## src/rtl/interrupt_controller_pkg.sv

```systemverilog
// interrupt_controller_pkg: shared constants, FSM encoding and vector-address helper.
package interrupt_controller_pkg;
    localparam int NUM_IRQ = 4;
    localparam int ID_W = $clog2(NUM_IRQ);
    localparam logic [15:0] VECTOR_BASE = 16'h0F00;
    typedef enum logic [1:0] {IDLE = 2'd0, REQUEST = 2'd1, SERVICE = 2'd2} ctrlState;
    function automatic logic [15:0] vectorAddr(input logic [ID_W-1:0] id);
        return VECTOR_BASE + 16'({id, 3'b000});
    endfunction
endpackage

```

## src/rtl/interrupt_controller_priority_enc.sv

```systemverilog
// irq_priority_enc: lowest-index-wins priority encoder over the eligible request vector.
module irq_priority_enc
    import interrupt_controller_pkg::*;
(
    input  logic [NUM_IRQ-1:0] req,
    output logic               valid,
    output logic [ID_W-1:0]    idx
);
    always_comb begin
        valid = |req;
        idx = req[0] ? 2'd0 : req[1] ? 2'd1 : req[2] ? 2'd2 : 2'd3;
    end
endmodule

```

## src/rtl/interrupt_controller.sv

```systemverilog
// interrupt_controller: edge-captured, maskable, non-nesting interrupt controller with vectored handler address.
module interrupt_controller
    import interrupt_controller_pkg::*;
(
    input  logic                CLK,
    input  logic                Reset,
    input  logic [NUM_IRQ-1:0]  IRQ,
    input  logic                MaskWrite,
    input  logic [NUM_IRQ-1:0]  MaskData,
    input  logic                EPCWrite,
    input  logic                CLR,
    output logic                InterruptIn,
    output logic                InterruptHandler,
    output logic [ID_W-1:0]     IntID,
    output logic [15:0]         HandlerAddr,
    output logic [NUM_IRQ-1:0]  Pending
);
    ctrlState state, nextState;
    logic [NUM_IRQ-1:0] irqPrev, mask, eligible, irqEdge, clearMask, pendingNext;
    logic winValid, accept;
    logic [ID_W-1:0] winIdx;
    assign irqEdge = IRQ & ~irqPrev;
    assign eligible = Pending & mask;
    irq_priority_enc uEnc (
        .req(eligible),
        .valid(winValid),
        .idx(winIdx)
    );
    always_comb begin
        nextState = state;
        accept = 1'b0;
        case (state)
            IDLE:    nextState = winValid ? REQUEST : IDLE;
            REQUEST: begin
                accept = EPCWrite && winValid;
                nextState = !winValid ? IDLE : EPCWrite ? SERVICE : REQUEST;
            end
            SERVICE: nextState = CLR ? IDLE : SERVICE;
            default: nextState = IDLE;
        endcase
        clearMask = accept ? ({{(NUM_IRQ-1){1'b0}}, 1'b1} << winIdx) : '0;
        // a fresh edge on the bit being accepted wins over its clear
        pendingNext = (Pending & ~clearMask) | irqEdge;
    end
    always_ff @(posedge CLK) begin
        if (Reset) begin
            state <= IDLE;
            irqPrev <= '0;
            mask <= '0;
            Pending <= '0;
            IntID <= '0;
            InterruptIn <= 1'b0;
            InterruptHandler <= 1'b0;
        end else begin
            state <= nextState;
            irqPrev <= IRQ;
            Pending <= pendingNext;
            InterruptIn <= nextState == REQUEST;
            InterruptHandler <= nextState == SERVICE;
            if (MaskWrite) mask <= MaskData;
            if (accept) IntID <= winIdx;
        end
    end
    assign HandlerAddr = Reset ? VECTOR_BASE : vectorAddr(IntID);
endmodule
```

## config.mk

```make
export PLATFORM = sky130hd
export DESIGN_NAME = interrupt_controller
export DESIGN_NICKNAME = d
export VERILOG_FILES = /design/src/rtl/interrupt_controller_pkg.sv /design/src/rtl/interrupt_controller_priority_enc.sv /design/src/rtl/interrupt_controller.sv
export SDC_FILE = /design/constraint.sdc
export NUM_CORES = 1
export LEC_CHECK = 0
export BUFFER_PORTS_ARGS = -buffer_cell sky130_fd_sc_hd__buf_2
export CELL_PAD_IN_SITES_DETAIL_PLACEMENT = 0
export CELL_PAD_IN_SITES_GLOBAL_PLACEMENT = 1
export CORE_MARGIN = 2
export CORE_UTILIZATION = 32
export CTS_CLUSTER_DIAMETER = 120
export DETAILED_ROUTE_END_ITERATION = 12
export PLACE_DENSITY = 0.79
export SLEW_MARGIN = 20
export SYNTH_ARGS = -nofsm -noshare
export SYNTH_HDL_FRONTEND = slang
export SYNTH_SLANG_ARGS = --single-unit
```

## constraint.sdc

```tcl
create_clock -name CLK -period 1.57 [get_ports CLK]
set_clock_uncertainty 0.1 [all_clocks]
set_input_delay 0.0785 -clock CLK [delete_from_list [all_inputs] [get_ports CLK]]
set_output_delay 0.0785 -clock CLK [all_outputs]
set_load 0.01 [all_outputs]
```

# Yosys cells after proc, flatten, opt, wreduce, memory -nomap -nowiden

Index checks and enable logic that the tools add are counted.

Register bits: 18
Bits of input ports: 13
Output and inout bits: 24
Word-level logic and storage cells: 33

Add/subtract/negate cells: 1
Equal/unequal tests: 4
Shift operators: 1
Muxes and demuxes: 11
Bitwise gates (word level): 6
Reduce and logical (&&, ||, !) cells: 3

Operators with widths:

| kind                    | count |
|---|---|
| $add A12 B5 Y13 const A | 1 |
| $mux W13                | 1 |
| $and A4 B4 Y4           | 3 |
| $mux W2                 | 5 |
| $not A4 Y4              | 2 |
| $pmux W2 S3             | 1 |
| $eq A2 B1 Y1 const B    | 2 |
| $eq A2 B2 Y1 const B    | 2 |
| $mux W4                 | 1 |
| $or A4 B4 Y4            | 1 |
| $reduce_or A4 Y1        | 1 |
| $shl A1 B2 Y4 const A   | 1 |
| $mux W1                 | 3 |
| $logic_not A2 Y1        | 1 |
| $logic_and A1 B1 Y1     | 1 |

# Logic depth before layout (Yosys ltp)

Gate-level depths: netlist of run 1.

Depth in word-level cells: 9
Mapped depth: 4
Depth with buffers taken out: 3

# Hierarchy

From an unflattened synthesis of run 1, not the netlist that was laid out.

Cells, all modules: 86
Area total of the unflattened synthesis: 797.0 um^2

By module, submodules not included:

| module               | instances | cells an instance | area each (um^2) |
|---|---|---|---|
| interrupt_controller | 1         | 81                | 770.7 |
| irq_priority_enc     | 1         | 5                 | 26.3 |

# Worst setup path before layout of run 1

No wires, ideal clock.

Kind: register to register
From: register Pending[0]
To: register IntID[0]
Arrival time: 1125 ps
Required time: 1349 ps
Slack: 224 ps
Stages on the path, launching flop included: 4
Clock period less this slack: 1346 ps
Path through: dfxtp_1 > a22o_1 > o21a_4 > mux2_4

Longest elaborated chain between the ends: 4
Elaborated cells on any way between the ends: 5
Classes of those cells: mux (2); bitwise (1); reduce/logical (2)

RTL lines:

| what                   | line                                    | source |
|---|---|---|
| start, declared        | interrupt_controller.sv:16              | `output logic [NUM_IRQ-1:0] Pending` |
| start signal, assigned | interrupt_controller.sv:57              | `Pending <= pendingNext;` |
| $and A4 B4 Y4 (*)      | interrupt_controller.sv:23              | `assign eligible = Pending & mask;` |
| $reduce_or A4 Y1       | interrupt_controller_priority_enc.sv:10 | `valid = \|req;` |
| $logic_and A1 B1 Y1    | interrupt_controller.sv:35              | `accept = EPCWrite && winValid;` |
| $mux W1                | interrupt_controller.sv:32              | `case (state)` |
| end signal, assigned   | interrupt_controller.sv:61              | `if (accept) IntID <= winIdx;` |
| end, declared          | interrupt_controller.sv:14              | `output logic [ID_W-1:0] IntID,` |

Every way passes the cells marked *; elsewhere a longest branch is shown, timed or not.
A chain may end at the register's enable or synchronous reset.

# Final worst setup path of run 1

Ends and elaborated chain as after synthesis.

==> run summary, run 1 <==
Gates resized, CTS repair: 0
Placed cells: 131
Sw frac: 24.7%
Routed wl met2: 664 µm
Reg2reg setup slack: 0.20 ns
Max Freq: 732 MHz
Synth Register Bits: 18
Cell Rows: 18
Final setup vio count: 0
Avg WL per Cell: 10.4 µm
Reg power frac: 55.1%
Most frequent cells in the layout: buf_2 (22), dfxtp_1 (18), conb_1 (14)
Number of cells on the worst reg-to-reg path: 3
Vias in the first global route: 524
Clock-pin slew on the worst setup and hold paths: 0.10 ns
Int Pwr: 684 µW
Area share of the largest cell type after synthesis: 44.4%
Top cell family by delay on the critical path: compound AO/OA/AOI/OAI gates
CP max stage delay: 0.36 ns
Crit path arrival time: 1.46 ns
Reg2reg start: Pending[0]
Min-Delay Startpoint: Reset
CP Cell Sequence: a22o_1, o21a_4, mux2_4
M1 WL: 702 µm
Vias/cell: 4.34
Combinational Power Share: 13.7%
Global-route wire length before repair: 2300 µm
Die Wd: 54.4 µm
Post-CTS Setup Repair Bufs: 0
Status: finished clean
Met3 routed WL: 116 µm
GRT overflow: 0
Io pins: 37
Setup TNS: 0 ns
Cell area after synthesis: 812 µm²
Yosys cell types: 27
CTS max path bufs: 2
Core ar.: 0.00243 mm²
DRC violations left: 0
CTS tree: yes
Die Ht: 54.4 µm
Crit Path Max Fanout: 5
1st-iter DRT viols: 11
H-tree levels: 1
Via count: 629
All-Layer GR Usage: 11.2%
Hold Buf Count CTS: 9
Main area contributors after synthesis: dfxtp_1 (44%), buf_4 (13%), nor2b_1 (6.9%)
Post-Layout Cell Count: 145
Clock Latency Late Sink: 0.29 ns
DRT Wirelength: 1510 µm
Power Density: 888 mW/mm²
Slew Limit Fails: 0
TritonCTS Buffers: 3
Syn Inst Count: 84
Sw Pwr: 224 µW
Routed Antenna Nets: 0
Levels on crit path: 3
Die area: 0.00296 mm²
Pin count of the biggest net entering global routing: 15
Initial antenna violation count: 0
YS warnings: 0
Worst hold path depth: 2
Maximum VDD drop: 700 µV
Share of cells above drive strength 1: 25.2%
RSZ-0062 raised after global routing: false
Area grow syn2layout: 26.0%
Total Nets Final: 129
Diode count: 0
Register area share after synthesis: 44.4%
Fin crit period: 1.37 ns
Critical path required time: 1.66 ns
Max cap viols: 0
Critical Path Start: Pending[0]
Synth Area per Inst: 9.67 µm²
Leakage power: 0.477 nW
Commonest non-fill, non-tap cell in the layout: buf_2
Clk pwr share: 31.2%
Critical Path End Type: flip-flop
Router iterations before antenna repair: 4
RD Place Congestion: 0.704
Buffers & Inverters on Critical Path: 0
Synth area leader: dfxtp_1
Final worst path period share: 87.0%
Port buffer count: 22
Hold Crit Class: in2reg
Top Metal Used: met4
Sinks on Clock Net: 18
HPWL after DPL: 1100 µm
Slowest CP cell: dfxtp_1
Hold Vio Cnt, Final: 0
Initial Util: 33.4%
Setup Crit Path Kind: reg2reg
Type of origin of the critical path: flip-flop
Root Buffer: clkbuf_4
sequential cells by signal, summed over array words and instances, names as in the netlist:
| register | count |
|---|---|
| state | 2 |
| IntID | 2 |
| Pending | 4 |
| mask | 4 |
| InterruptHandler | 1 |
| irqPrev | 4 |
| InterruptIn | 1 |
layout make-up:
| class | count | area (µm²) |
|---|---|---|
| multi-input combinational | 57 | 364 |
| sequential | 18 | 360 |
| fill | 252 | 1410 |
| inverter | 4 | 15.0 |
| timing repair buffer | 32 | 210 |
| clock buffer | 4 | 36.3 |
| tap | 30 | 37.5 |
power groups by stage:
stage	Combinational [mW]	Sequential [mW]	Clock (mW)
finish	0.124	0.501	0.283
global route	0.140	0.506	0.306
CTS	0.122	0.501	0.287
detailed placement	0.105	0.511	0
global placement	0.103	0.509	0
floorplan	0.0903	0.513	0
worst reg2reg max path, delay by kind of cell (launching register included):
family          cells  cell delay [ns]
compound gates      2             0.52
flops               1             0.36
mux                 1             0.29
path summary, 6_finish.rpt:
| path | end |
|---|---|
| hold reg to reg | state[0] |
| setup / recovery | IntID[0] |
| hold / removal | mask[3] |
| setup reg to reg | IntID[0] |
cell usage after synthesis:
cell       instances
nand2_1            2
a32o_1             2
nand4_1            1
buf_4             14
mux2i_1            4
a22o_1             2
o21a_4             1
o21a_1             3
clkbuf_1           2
and2_1             1
a22oi_1            1
o21ai_0            1
a21oi_1            2
inv_1              4
o211a_1            1
conb_1             2
and3b_2            1
nand3_1            1
nor2_1             5
a211oi_1           1
a31oi_1            1
dfxtp_1           18
mux2_4             1
clkbuf_2           1
a2111oi_0          2
nor3b_1            1
nor2b_1            9
layer usage:
layer | vias to the layer above | global-route usage, %
met5 | - | 0
met4 | 0 | 6.25
met3 | 5 | 3.83
met2 | 25 | 15.9
met1 | 277 | 14.9
li1 | 322 | -
logic make-up (layout without fill, tap and decap cells):
family	count (synthesis)	in the layout	synth area share (%)
compound gates	17	17	17.1
buf+inv	21	40	16.3
flops	18	18	44.4
mux	5	5	6.78
other cells	2	14	0.925
simple gates	21	21	14.5
through the flow:
step                instance area, µm²  power [mW]  setup slack [ns]  hold slack, ns  utilization, %
floorplan                          857       0.603             0.224          0.0617               -
global placement                   887       0.612             0.249           0.201            36.5
detailed placement                 887       0.616             0.222           0.209            36.5
CTS                               1010       0.910             0.215         0.00551            41.7
global route                      1020       0.952            0.0999          0.0404            42.1
finish                            1020       0.908             0.205          0.0135            42.1
Note: power is estimated with default switching activity, not from simulation.
==> run 2, diff against run 1 <==
--- a/config.mk
+++ b/config.mk
@@ -10,3 +10,3 @@
 export CELL_PAD_IN_SITES_GLOBAL_PLACEMENT = 1
-export CORE_MARGIN = 2
+export CORE_MARGIN = 4
 export CORE_UTILIZATION = 32
==> constraint.sdc (replaced) <==
create_clock -name CLK -period 1.57 [get_ports CLK]
set_clock_uncertainty 0.1 [all_clocks]
set_input_delay 0.157 -clock CLK [delete_from_list [all_inputs] [get_ports CLK]]
set_output_delay 0.157 -clock CLK [all_outputs]
set_load 0.01 [all_outputs]
==> run 2 against run 1 <==
  * Setup slack got worse by 0.062 ns
  * Die area increased by 15%
  * Count of clock-buffer cells in the layout unchanged
  * Sequential power about the same
  * Largest power group unchanged
  * Largest cell class unchanged
  * Design area decreased by 5.1%
  * Sequential share of layout area increased by 1.9 points
  * Clock power decreased by 3%
  * Wire length increased by 4.0%
  * Critical path depth increased by 2
==> run summary, run 2 (synthesis results as in run 1) <==
Int Pwr: 676 µW
Critical Path End Type: flip-flop
RD Place Congestion: 0.829
Clock-pin slew on the worst setup and hold paths: 0.10 ns
Crit Path Max Fanout: 6
Most frequent cells in the layout: buf_2 (22), dfxtp_1 (18), conb_1 (14)
TritonCTS Buffers: 3
Diode count: 0
Die Ht: 58.4 µm
Root Buffer: clkbuf_4
Register area: 360 µm²
Vias/cell: 4.56
Clk pwr share: 30.8%
Die Wd: 58.4 µm
Sw frac: 24.1%
Type of origin of the critical path: input pin
Setup TNS: 0 ns
Via count: 629
Status: finished clean
Avg WL per Cell: 11.4 µm
Area grow syn2layout: 19.6%
Final worst path period share: 90.9%
Cell Rows: 17
Pin count of the biggest net entering global routing: 15
H-tree levels: 1
Fin crit period: 1.43 ns
Initial Util: 35.0%
Sw Pwr: 214 µW
Crit path arrival time: 1.51 ns
Leakage power: 0.457 nW
Slew Limit Fails: 0
Post-CTS Setup Repair Bufs: 0
Reg power frac: 56.2%
Combinational Power Share: 12.9%
Vias in the first global route: 583
Clock Latency Late Sink: 0.28 ns
Total Nets Final: 124
Core ar.: 0.00232 mm²
HPWL after DPL: 1220 µm
Power Density: 917 mW/mm²
Maximum VDD drop: 628 µV
Hold Vio Cnt, Final: 0
Commonest non-fill, non-tap cell in the layout: buf_2
Max Freq: 701 MHz
Router iterations before antenna repair: 4
Biggest regs: Pending (4), irqPrev (4), mask (4)
Critical path required time: 1.65 ns
Share of cells above drive strength 1: 26.4%
Global-route wire length before repair: 2570 µm
Final setup vio count: 0
Max cap viols: 0
Filler instances: 240
Total power: 890 µW
Multi-input gate area: 364 µm²
RSZ-0062 raised after global routing: false
Setup Crit Path Kind: in2reg
Initial antenna violation count: 0
CTS tree: yes
Die area: 0.00341 mm²
Hold Crit Class: in2reg
All-Layer GR Usage: 9.81%
Port buffer count: 22
Sinks on Clock Net: 18
CTS max path bufs: 2
DRC violations left: 0
Io pins: 37
Routed Antenna Nets: 0
GRT overflow: 0
1st-iter DRT viols: 12
DRT Wirelength: 1570 µm
[run 2: cell count changes in the layout (fill, tap and decap cells not counted), sizes merged]
cell / delta
dlygate4sd3: -5
[run 2: per-layer routing]
| metal | wire, µm | track usage, % | vias up |
|---|---|---|---|
| met3 | 163 | 3.73 | 2 |
| met5 | 0 | 0 | - |
| met2 | 720 | 15.2 | 29 |
| li1 | - | - | 311 |
| met1 | 670 | 12.7 | 287 |
| met4 | 18 | 2.98 | 0 |
[run 2: area by class of cell]
type	count	share of cell area [%]
Clock buffer	4	3.74
Multi-Input combinational cell	57	37.5
Timing Repair Buffer	27	16.5
Inverter	4	1.55
Tap cell	28	3.61
Sequential cell	18	37.1
[run 2: power groups by stage]
stage / Sequential (mW) / Clock [mW] / Combinational [mW]
global route: 0.505 / 0.306 / 0.130
floorplan: 0.513 / 0 / 0.0903
CTS: 0.501 / 0.290 / 0.116
global placement: 0.509 / 0 / 0.104
finish: 0.501 / 0.274 / 0.115
detailed placement: 0.511 / 0 / 0.105
[run 2: through the flow]
stage / area [µm²] / setup WS, ns / util, % / hold slack [ns] / instances
after detailed placement: 885 / 0.207 / 38.2 / 0.288 / 129
final: 971 / 0.143 / 41.9 / 0.0113 / 138
after floorplan: 857 / 0.224 / - / 0.140 / 96
after global routing: 971 / 0.107 / 41.9 / 0.0102 / 138
after CTS: 971 / 0.153 / 41.9 / 0.00573 / 138
after global placement: 885 / 0.247 / 38.2 / 0.279 / 129
[run 2: path summary, 6_finish.rpt]
kind / from / end / slack [ns] / depth (start not counted)
worst max-delay path: EPCWrite / IntID[0] / 0.14 / 5
worst min-delay path: MaskData[0] / mask[0] / 0.01 / 3
worst max register to register: Pending[0] / IntID[0] / 0.19 / 3
worst min register to register: state[1] / InterruptIn / 0.39 / 1
[run 2: timing repair]
item,4_1_cts,5_1_grt
endpoints found under the hold margin,6,0
resized for setup,0,0
hold buffers,5,0
setup endpoints to repair,0,0
[run 2: worst max-delay path, stage by stage]
cell and delay (ns):
dlygate4sd3_1 0.52, buf_2 0.11, and3b_2 0.26, o21a_4 0.17
mux2_4 0.29
